$ cat src/rtl/serial_tx_shifter.sv
// -----------------------------------------------------------------------------
// serial_tx_shifter
//
// Purpose
//   Serialises one parallel byte per frame, LSB first, one bit per clock.
//   A frame is accepted on a rising edge where start=1 while the block is in
//   IDLE or DONE. Eight data bits then follow on consecutive cycles. When the
//   build enables it, an even-parity bit follows the data bits. A single-cycle
//   done pulse closes the frame.
//
// Configuration
//   SERIAL_TX_PARITY_EN  When this macro is defined, a PARITY state and a
//                        parity register are built in. The frame is then
//                        9 sv cycles long and last marks the parity bit.
//                        When the macro is not defined, the frame is 8 sv
//                        cycles long and last marks data bit 7.
//
// Ports
//   clk    in   1  Single clock. All state updates on its rising edge.
//   rst_n  in   1  Asynchronous active-low reset.
//   start  in   1  Request to transmit pi. Sampled only in IDLE or DONE.
//   pi     in   8  Parallel byte. Captured on the accepting edge.
//   so     out  1  Serial data, LSB first. 0 whenever sv is 0.
//   sv     out  1  Serial-valid. High for each transmitted bit.
//   last   out  1  High together with sv on the final bit of a frame.
//   busy   out  1  High in SHIFT and PARITY.
//   done   out  1  Single-cycle pulse in DONE.
// -----------------------------------------------------------------------------
module serial_tx_shifter (
    input  logic       clk,
    input  logic       rst_n,
    input  logic       start,
    input  logic [7:0] pi,
    output logic       so,
    output logic       sv,
    output logic       last,
    output logic       busy,
    output logic       done
);

`ifdef SERIAL_TX_PARITY_EN
    typedef enum logic [1:0] {
        IDLE   = 2'd0,
        SHIFT  = 2'd1,
        DONE   = 2'd2,
        PARITY = 2'd3
    } state_t;
`else
    typedef enum logic [1:0] {
        IDLE   = 2'd0,
        SHIFT  = 2'd1,
        DONE   = 2'd2
    } state_t;
`endif

    state_t     state;
    logic [7:0] sh;
    logic [2:0] cnt;
`ifdef SERIAL_TX_PARITY_EN
    logic       par;
`endif

    // NOTE: state registers use non-blocking (<=) assignments. Every
    // register therefore samples pre-edge values. This matters because the
    // shift, the count and the state transition all read cnt/sh in the same
    // edge.
    always_ff @(posedge clk or negedge rst_n) begin
        if (!rst_n) begin
            state <= IDLE;
            sh    <= '0;
            cnt   <= '0;
`ifdef SERIAL_TX_PARITY_EN
            par   <= 1'b0;
`endif
        end else begin
            case (state)
                IDLE, DONE: begin
                    if (start) begin
                        sh    <= pi;
                        cnt   <= '0;
`ifdef SERIAL_TX_PARITY_EN
                        par   <= ^pi;   // even parity of the loaded byte
`endif
                        state <= SHIFT;
                    end else begin
                        state <= IDLE;
                    end
                end
                SHIFT: begin
                    sh  <= {1'b0, sh[7:1]};
                    cnt <= cnt + 3'd1;  // wraps 7 -> 0 on the final bit
                    if (cnt == 3'd7) begin
`ifdef SERIAL_TX_PARITY_EN
                        state <= PARITY;
`else
                        state <= DONE;
`endif
                    end
                end
`ifdef SERIAL_TX_PARITY_EN
                PARITY: state <= DONE;
`endif
                default: state <= IDLE;
            endcase
        end
    end

    // Outputs are decoded from registered state only. They therefore have no
    // path from start/pi. Because the registers clear asynchronously, the
    // outputs also drop as soon as rst_n falls.
    // NOTE: every output gets a default before the case statement. Without
    // those defaults the combinational block would infer latches.
    always_comb begin
        so   = 1'b0;
        sv   = 1'b0;
        last = 1'b0;
        busy = 1'b0;
        done = 1'b0;
        case (state)
            SHIFT: begin
                sv   = 1'b1;
                busy = 1'b1;
                so   = sh[0];
`ifndef SERIAL_TX_PARITY_EN
                last = (cnt == 3'd7);
`endif
            end
`ifdef SERIAL_TX_PARITY_EN
            PARITY: begin
                sv   = 1'b1;
                busy = 1'b1;
                so   = par;
                last = 1'b1;
            end
`endif
            DONE:    done = 1'b1;
            default: ;
        endcase
    end

endmodule

$ cat config.mk
export PLATFORM = sky130hd
export DESIGN_NAME = serial_tx_shifter
export DESIGN_NICKNAME = d
export VERILOG_FILES = /design/src/rtl/serial_tx_shifter.sv
export SDC_FILE = /design/constraint.sdc
export NUM_CORES = 1
export LEC_CHECK = 0
export ABC_AREA = 1
export CAP_MARGIN = 20
export CORE_MARGIN = 5
export CORE_UTILIZATION = 40
export CTS_CLUSTER_SIZE = 25
export DETAILED_ROUTE_END_ITERATION = 8
export PLACE_DENSITY = 0.66
export REMOVE_ABC_BUFFERS = 1
export SYNTH_ARGS = -nofsm -noshare
export SYNTH_HDL_FRONTEND = slang
export SYNTH_SLANG_ARGS = --single-unit
$ cat constraint.sdc
create_clock -name clk -period 1.3 [get_ports clk]
set_input_delay 0.26 -clock clk [delete_from_list [all_inputs] [get_ports clk]]
set_output_delay 0.26 -clock clk [all_outputs]
set_load 0.005 [all_outputs]
=== Word-level counts from Yosys, hierarchy flattened ===
Index checks and enable logic that the tools add are counted.

* Flip-flop bits (word level): 13
* Input port bits: 11
* Word-level logic and storage cells: 24

* Add/subtract/negate cells: 1
* Equal/unequal tests: 5
* Mux-type cells: 11
* Reduce and logical (&&, ||, !) cells: 4

{| class="wikitable"
|+ Operators with widths
! cell !! count
|-
| $pmux W8 S2 || 1
|-
| $mux W8 || 1
|-
| $pmux W3 S2 || 1
|-
| $mux W1 || 5
|-
| $ne A2 B2 Y1 const B || 2
|-
| $pmux W2 S2 || 1
|-
| $add A3 B1 Y3 const B || 1
|-
| $eq A3 B3 Y1 const B || 1
|-
| $mux W3 || 1
|-
| $eq A2 B1 Y1 const B || 1
|-
| $eq A2 B2 Y1 const B || 1
|-
| $logic_not A2 Y1 || 1
|-
| $mux W2 || 1
|-
| $reduce_and A2 Y1 || 1
|-
| $reduce_bool A2 Y1 || 1
|-
| $reduce_or A2 Y1 || 1
|}

=== Logic depth before layout (Yosys ltp) ===
Gate-level depths: netlist (run 1).

* Depth in word-level cells: 4
* Gate-level depth with buffers: 7

=== Worst setup path before layout (run 1) ===
OpenSTA, ideal clock, no wires.

* Path type: register to output
* From: register cnt[0]
* To: output last
* Data arrival time: 853 ps
* Data required time: 1040 ps
* Path slack: 187 ps
* Stages on the path, launching flop included: 5
* Path buffers: 0
* Cell sequence: dfrtp_1 > ha_1 > ha_1 > inv_1 > nor2_1

* Word-level cells in the longest chain between the ends: 2

{| class="wikitable"
|+ RTL lines
! item !! line !! RTL
|-
| start, declared || 58 || <nowiki>logic [2:0] cnt;</nowiki>
|-
| start signal, assigned || 91 || <nowiki>cnt <= cnt + 3'd1;</nowiki>
|-
| $eq A3 B3 Y1 || 125 || <nowiki>last = (cnt == 3'd7);</nowiki>
|-
| $mux W1 || 119 || <nowiki>case (state)</nowiki>
|-
| end, declared || 36 || <nowiki>output logic last,</nowiki>
|}

No other way between the ends.

=== Worst setup path in the final report (run 1) ===
* From: register cnt[1]
* To: output last

The elaborated chain is that of the path after synthesis.

==> results of run 1 <==
-- metal layers --
metal  track usage, %  vias to the layer above  wire length (um)
li1                 -                      346                 -
met4             6.99                        0                 0
met1             16.0                      316               722
met5                0                        -                 0
met2             24.2                       15               885
met3             2.87                        0                97
-- power by group --
| part | internal [mW] | switching [mW] |
|---|---|---|
| Clock | 0.119 | 0.129 |
| Sequential | 0.607 | 0.116 |
| Combinational | 0.786 | 0.799 |
| Total | 1.51 | 1.04 |
-- worst max-delay path by stage --
stage | endpoint | slack, ns | depth (start not counted)
detailed placement | last | -0.29 | 5
finish | last | -0.19 | 5
floorplan | last | 0.19 | 4
global placement | last | -0.25 | 5
global route | last | -0.24 | 5
CTS | last | -0.19 | 5
-- cell type report --
cell class / count / area (um2)
inverters: 19 / 76.3
flip-flops and latches: 13 / 327
clock buffers: 4 / 26.3
repair buffers: 32 / 279
fillers: 151 / 632
well taps: 17 / 21.3
multi-input cells: 57 / 328
-- stage by stage --
step / cells / instance area (um2)
3_5_place_dp: 130 / 911
5_1_grt: 142 / 1060
2_1_floorplan: 88 / 664
6_report: 142 / 1060
4_1_cts: 138 / 985
3_3_place_gp: 130 / 911
-- layout by cell type, fill, tap and decap left out, types with 3 or more instances in the layout --
master,synthesis,routed
dfrtp_1,13,12
clkdlybuf4s50_1,0,10
clkbuf_4,0,3
nand2_1,27,27
buf_2,0,5
inv_1,16,15
nand3_1,15,15
nand2_4,1,3
buf_4,2,10
buf_6,1,7
-- kinds of logic (layout without fill, tap and decap cells) --
kind of cell / Yosys count / after routing
adders and majority gates: 2 / 2
and+or+nand+nor: 51 / 52
AOI/OAI and AO/OA: 3 / 3
DFF: 13 / 13
buffers and inverters: 22 / 55
-- critical path, cell delays in order (launching register included) --
cell and delay [ns]:
dfrtp_1 0.40, ha_2 0.21, ha_4 0.16, inv_2 0.05, nor2_2 0.03, buf_2 0.11
-- flip-flops by register name, summed over array words and instances, names as in the netlist --
signal / cells
cnt: 3
state: 2
sh: 8
-- timing repair --
item / 4_1_cts / 5_1_grt
gates resized for setup: 29 / 12
endpoints found under the setup margin: 5 / 13
pin swaps: 3 / 7
gates cloned: 0 / 1
setup buffers: 4 / 4
==> metrics, run 1 <==
startpoint types flip-flop; Root Buffer clkbuf_4; highest clock rate 0.670 GHz; most common cell in the netlist nand2_1; CTS tree built; final setup fails 3; vias after detailed routing 677; Leakage 0.573 nW; Synth Cell Area 691 um2; Compound-Gate Fraction of Synth Area 2.17%; PnR Total Power 2.56 mW; # H-tree levels 1; Ant. Diodes 0; Die H 51.6 um; Top Ports 16; Worst EP required 1.04 ns; failing checks negative setup slack; iteration count of the initial detailed-routing pass 4; post-synthesis adder-cell area fraction 3.62%; max_cap viols 0; area leader, netlist dfrtp_1; pwr dens 2420 mW/mm2; initial antenna violation count 0; hold crit path type primary input to async pin; Placement Setup Slack -0.293 ns; Worst Path Max Fanout 2; # hold bufs at CTS 0; core box area 0.00169 mm2; Worst-Skew Late Latency 0.27 ns; Setup Skew 0.00576 ns; worst r2r dst sh[6]$_DFFE_PN0P_; clock sink count 13; average wire per standard cell 12.0 um; vias in the first global route 690; TNS Setup -0.416 ns; Tcrit/Tclk final 115%; Worst Setup SP cnt[1]$_DFFE_PN0P_; WL final 1.70 mm; via/cell ratio 4.77; synthesized flop and latch total 13; Synth Area in XOR/XNOR 0%; mean area per synthesized cell 7.59 um2; most instantiated cells after synthesis nand2_1, inv_1, nand3_1; FF-to-FF path depth 8; CTS buffer count 3; num rows 15; overall global routing resource usage 13.9%; status finished, violations left; Slew Limit Headroom 88.5%; Worst EP arrival 1.23 ns; Synth top area share 47.1%; final core utilization 62.6%; max-slew violations 0; top cells by area, synth dfrtp_1, nand2_1, nand3_1; Post-synth EDFFs 0; Reg-to-Reg Start state[0]$_DFFE_PN0P_; pin count of the biggest net entering global routing 14; asr flop ratio synth 100%; RSZ-0062 raised after global routing true; Port Buffer Count 15; Setup CP Type flip-flop to primary output; Die Area 0.00266 mm2; Post-DRT Antenna Nets 0; share of cells above drive strength 1 32.0%; Critical Path Sink Type primary output; Area Overhead vs Synth 53.1%; Congestion Overflow GR 0; min cycle time layout 1.49 ns; Max VDD drop 1470 uV; Post-Synth Simple-Gate Area 32.6%; mux contribution to synthesized area 0%; Post-synth top flop dfrtp_1; GP Congestion 0.796; register area share after synthesis 47.1%; post-route DRC violation count 0; First DRT Iteration DRCs 15; final hold vios 0; first-pass GRT wire length 2.77 mm; Post-DP HPWL 1.12 mm; Max Root-Sink Buffers 2; Worst-Margin Slew 0.173 ns; Reg2Reg Setup Slack 0.08 ns; Die X 51.6 um; clock-pin slew on the worst setup and hold paths 0.08 ns; Hold Slack 0.287 ns; PnR worst setup slack -0.193 ns; yosys warns 0; main combinational cell family by area after synthesis simple AND/OR/NAND/NOR gates; nets 139; Initial Util 40.9%; instance count of the mapped netlist 91; Cell variety after synth 15
No activity file was read; power rests on OpenSTA's default activity.
==> run 2, diff against run 1 <==
--- a/config.mk
+++ b/config.mk
@@ -11,7 +11,7 @@
 export CORE_UTILIZATION = 40
 export CTS_CLUSTER_SIZE = 25
 export DETAILED_ROUTE_END_ITERATION = 8
-export PLACE_DENSITY = 0.66
+export PLACE_DENSITY = 0.67
 export REMOVE_ABC_BUFFERS = 1
 export SYNTH_ARGS = -nofsm -noshare
 export SYNTH_HDL_FRONTEND = slang
==> constraint.sdc (replaced) <==
create_clock -name clk -period 1.6 [get_ports clk]
set_input_delay 0.32 -clock clk [delete_from_list [all_inputs] [get_ports clk]]
set_output_delay 0.32 -clock clk [all_outputs]
set_load 0.005 [all_outputs]
==> metrics, run 2 (same netlist as run 1, synthesis figures left out) <==
CTS tree built; vias in the first global route 617 (-11%); Setup Skew 0.00187 ns (-0.00389 ns); Worst EP arrival 1.20 ns (-0.03 ns); Post-DRT Antenna Nets 0 (unchanged); first-pass GRT wire length 2.55 mm (-8.2%); Placement Setup Slack -0.0133 ns (+0.279 ns); Worst Path Max Fanout 2 (unchanged); Worst-Skew Late Latency 0.28 ns (about the same); commonest cells after routing, fill and taps aside nand2_1, inv_1, nand3_1; WL final 1.50 mm (-12%); max-slew violations 0 (unchanged); Setup CP Type flip-flop to primary output; core box area 0.00169 mm2 (unchanged); average wire per standard cell 11.0 um (-8.3%); max_cap viols 0 (unchanged); share of cells above drive strength 1 21.8% (-10 points); Leakage 0.532 nW (-7.3%); TNS Setup 0 ns (+0.416 ns); num rows 15 (unchanged); CTS buffer count 3 (unchanged); PnR Total Power 1.79 mW (-30%); FF-to-FF path depth 7 (-1); Worst Setup SP cnt[1]$_DFFE_PN0P_; Largest register FFs 8 (unchanged); hold crit path type primary input to async pin; fin cells 136 (-4.2%); First DRT Iteration DRCs 9 (-6); placed instance count 127 (-2.3%); iteration count of the initial detailed-routing pass 4 (unchanged); RSZ-0062 raised after global routing false; Port Buffer Count 15 (unchanged); final core utilization 57.0% (-5.6 points); Worst-Margin Slew 0.172 ns (-0.00117 ns); Die H 51.6 um (unchanged); # H-tree levels 1 (unchanged); design area 962 um2 (-9.0%); via/cell ratio 4.56 (-4.4%); Worst EP required 1.28 ns (+0.24 ns); Ant. Diodes 0 (unchanged); Critical Path Sink Type primary output; min cycle time layout 1.52 ns; initial antenna violation count 0 (unchanged); clock-pin slew on the worst setup and hold paths 0.08 ns (about the same); worst r2r dst sh[0]$_DFFE_PN0P_; Slew Limit Headroom 88.6% (about the same); Post-DP HPWL 1.06 mm (-5.2%); final hold vios 0 (unchanged); overall global routing resource usage 12.6% (-1.3 points); top flop regs sh x8, cnt x3, state x2; PnR worst setup slack 0.0753 ns (+0.269 ns); Root Buffer clkbuf_4; GP Congestion 0.776 (-2.5%); Area Overhead vs Synth 39.3%; Max VDD drop 1070 uV (-27%); Die Area 0.00266 mm2 (unchanged); # hold bufs at CTS 0 (unchanged); Initial Util 40.9% (unchanged); startpoint types flip-flop; crit path to last; highest clock rate 0.656 GHz; filler cell count 170 (+13%); pwr dens 1860 mW/mm2 (-23%); post-route DRC violation count 0 (unchanged); pin count of the biggest net entering global routing 14 (unchanged); Reg2Reg Setup Slack 0.39 ns (+0.31 ns); Hold Slack 0.343 ns (+0.0562 ns); Max Root-Sink Buffers 2 (unchanged); nets 133 (-4.3%); Top Ports 16 (unchanged); status finished clean; Congestion Overflow GR 0 (unchanged); placed instance area 888 um2 (-2.5%); Reg-to-Reg Start state[0]$_DFFE_PN0P_; vias after detailed routing 620 (-8.4%); Top reg by flops sh; Tcrit/Tclk final 95.3%; clock sink count 13 (unchanged); Die X 51.6 um (unchanged); most common cell after layout, fill and taps aside nand2_1; final setup fails 0 (-3)
## run 2: area by class of cell
class                   count  area [um2]  area share [%]
repair buffers             27         230            23.9
well taps                  17        21.3            2.21
multi-input cells          56         285            29.6
clock buffers               4        26.3            2.73
flip-flops and latches     13         325            33.8
inverters                  19        73.8            7.67
## run 2: where the power goes
| part | internal, mW | switching (mW) | leakage (nW) |
|---|---|---|---|
| Combinational | 0.469 | 0.529 | 0.358 |
| Clock | 0.0968 | 0.112 | 0.0150 |
| Sequential | 0.491 | 0.0880 | 0.158 |
| Total | 1.06 | 0.729 | 0.532 |
## run 2: per-layer routing
layer / vias to the layer above / global-route usage, % / routed length (um) / share of wire, %
li1: 329 / - / - / -
met1: 273 / 16.8 / 712 / 48
met2: 15 / 20.1 / 671 / 45
met3: 3 / 2.87 / 94 / 6.3
met4: 0 / 3.93 / 19 / 1.3
met5: - / 0 / 0 / 0
## run 2: what timing repair did
item / 4_1_cts / 5_1_grt
pin swaps: 1 / 1
setup endpoints to repair: 5 / 2
buffers inserted: 4 / 1
gates resized for setup: 9 / 3
## run 2: critical path: stages, from the launching register on
cell and delay (ns):
dfrtp_1 0.39, ha_2 0.20, ha_4 0.16, inv_2 0.04
nor2_1 0.03, clkbuf_2 0.10
## run 2: worst min-delay path by stage
stage / slack, ns / start / endpoint / depth (start not counted)
final: 0.34 / rst_n / sh[6]$_DFFE_PN0P_ / 2
after global routing: 0.37 / rst_n / sh[6]$_DFFE_PN0P_ / 2
after CTS: 0.35 / rst_n / sh[6]$_DFFE_PN0P_ / 2
after detailed placement: 0.47 / sh[2]$_DFFE_PN0P_ / sh[2]$_DFFE_PN0P_ / 2
after global placement: 0.46 / cnt[1]$_DFFE_PN0P_ / cnt[1]$_DFFE_PN0P_ / 2
after floorplan: 0.02 / rst_n / cnt[0]$_DFFE_PN0P_ / 0
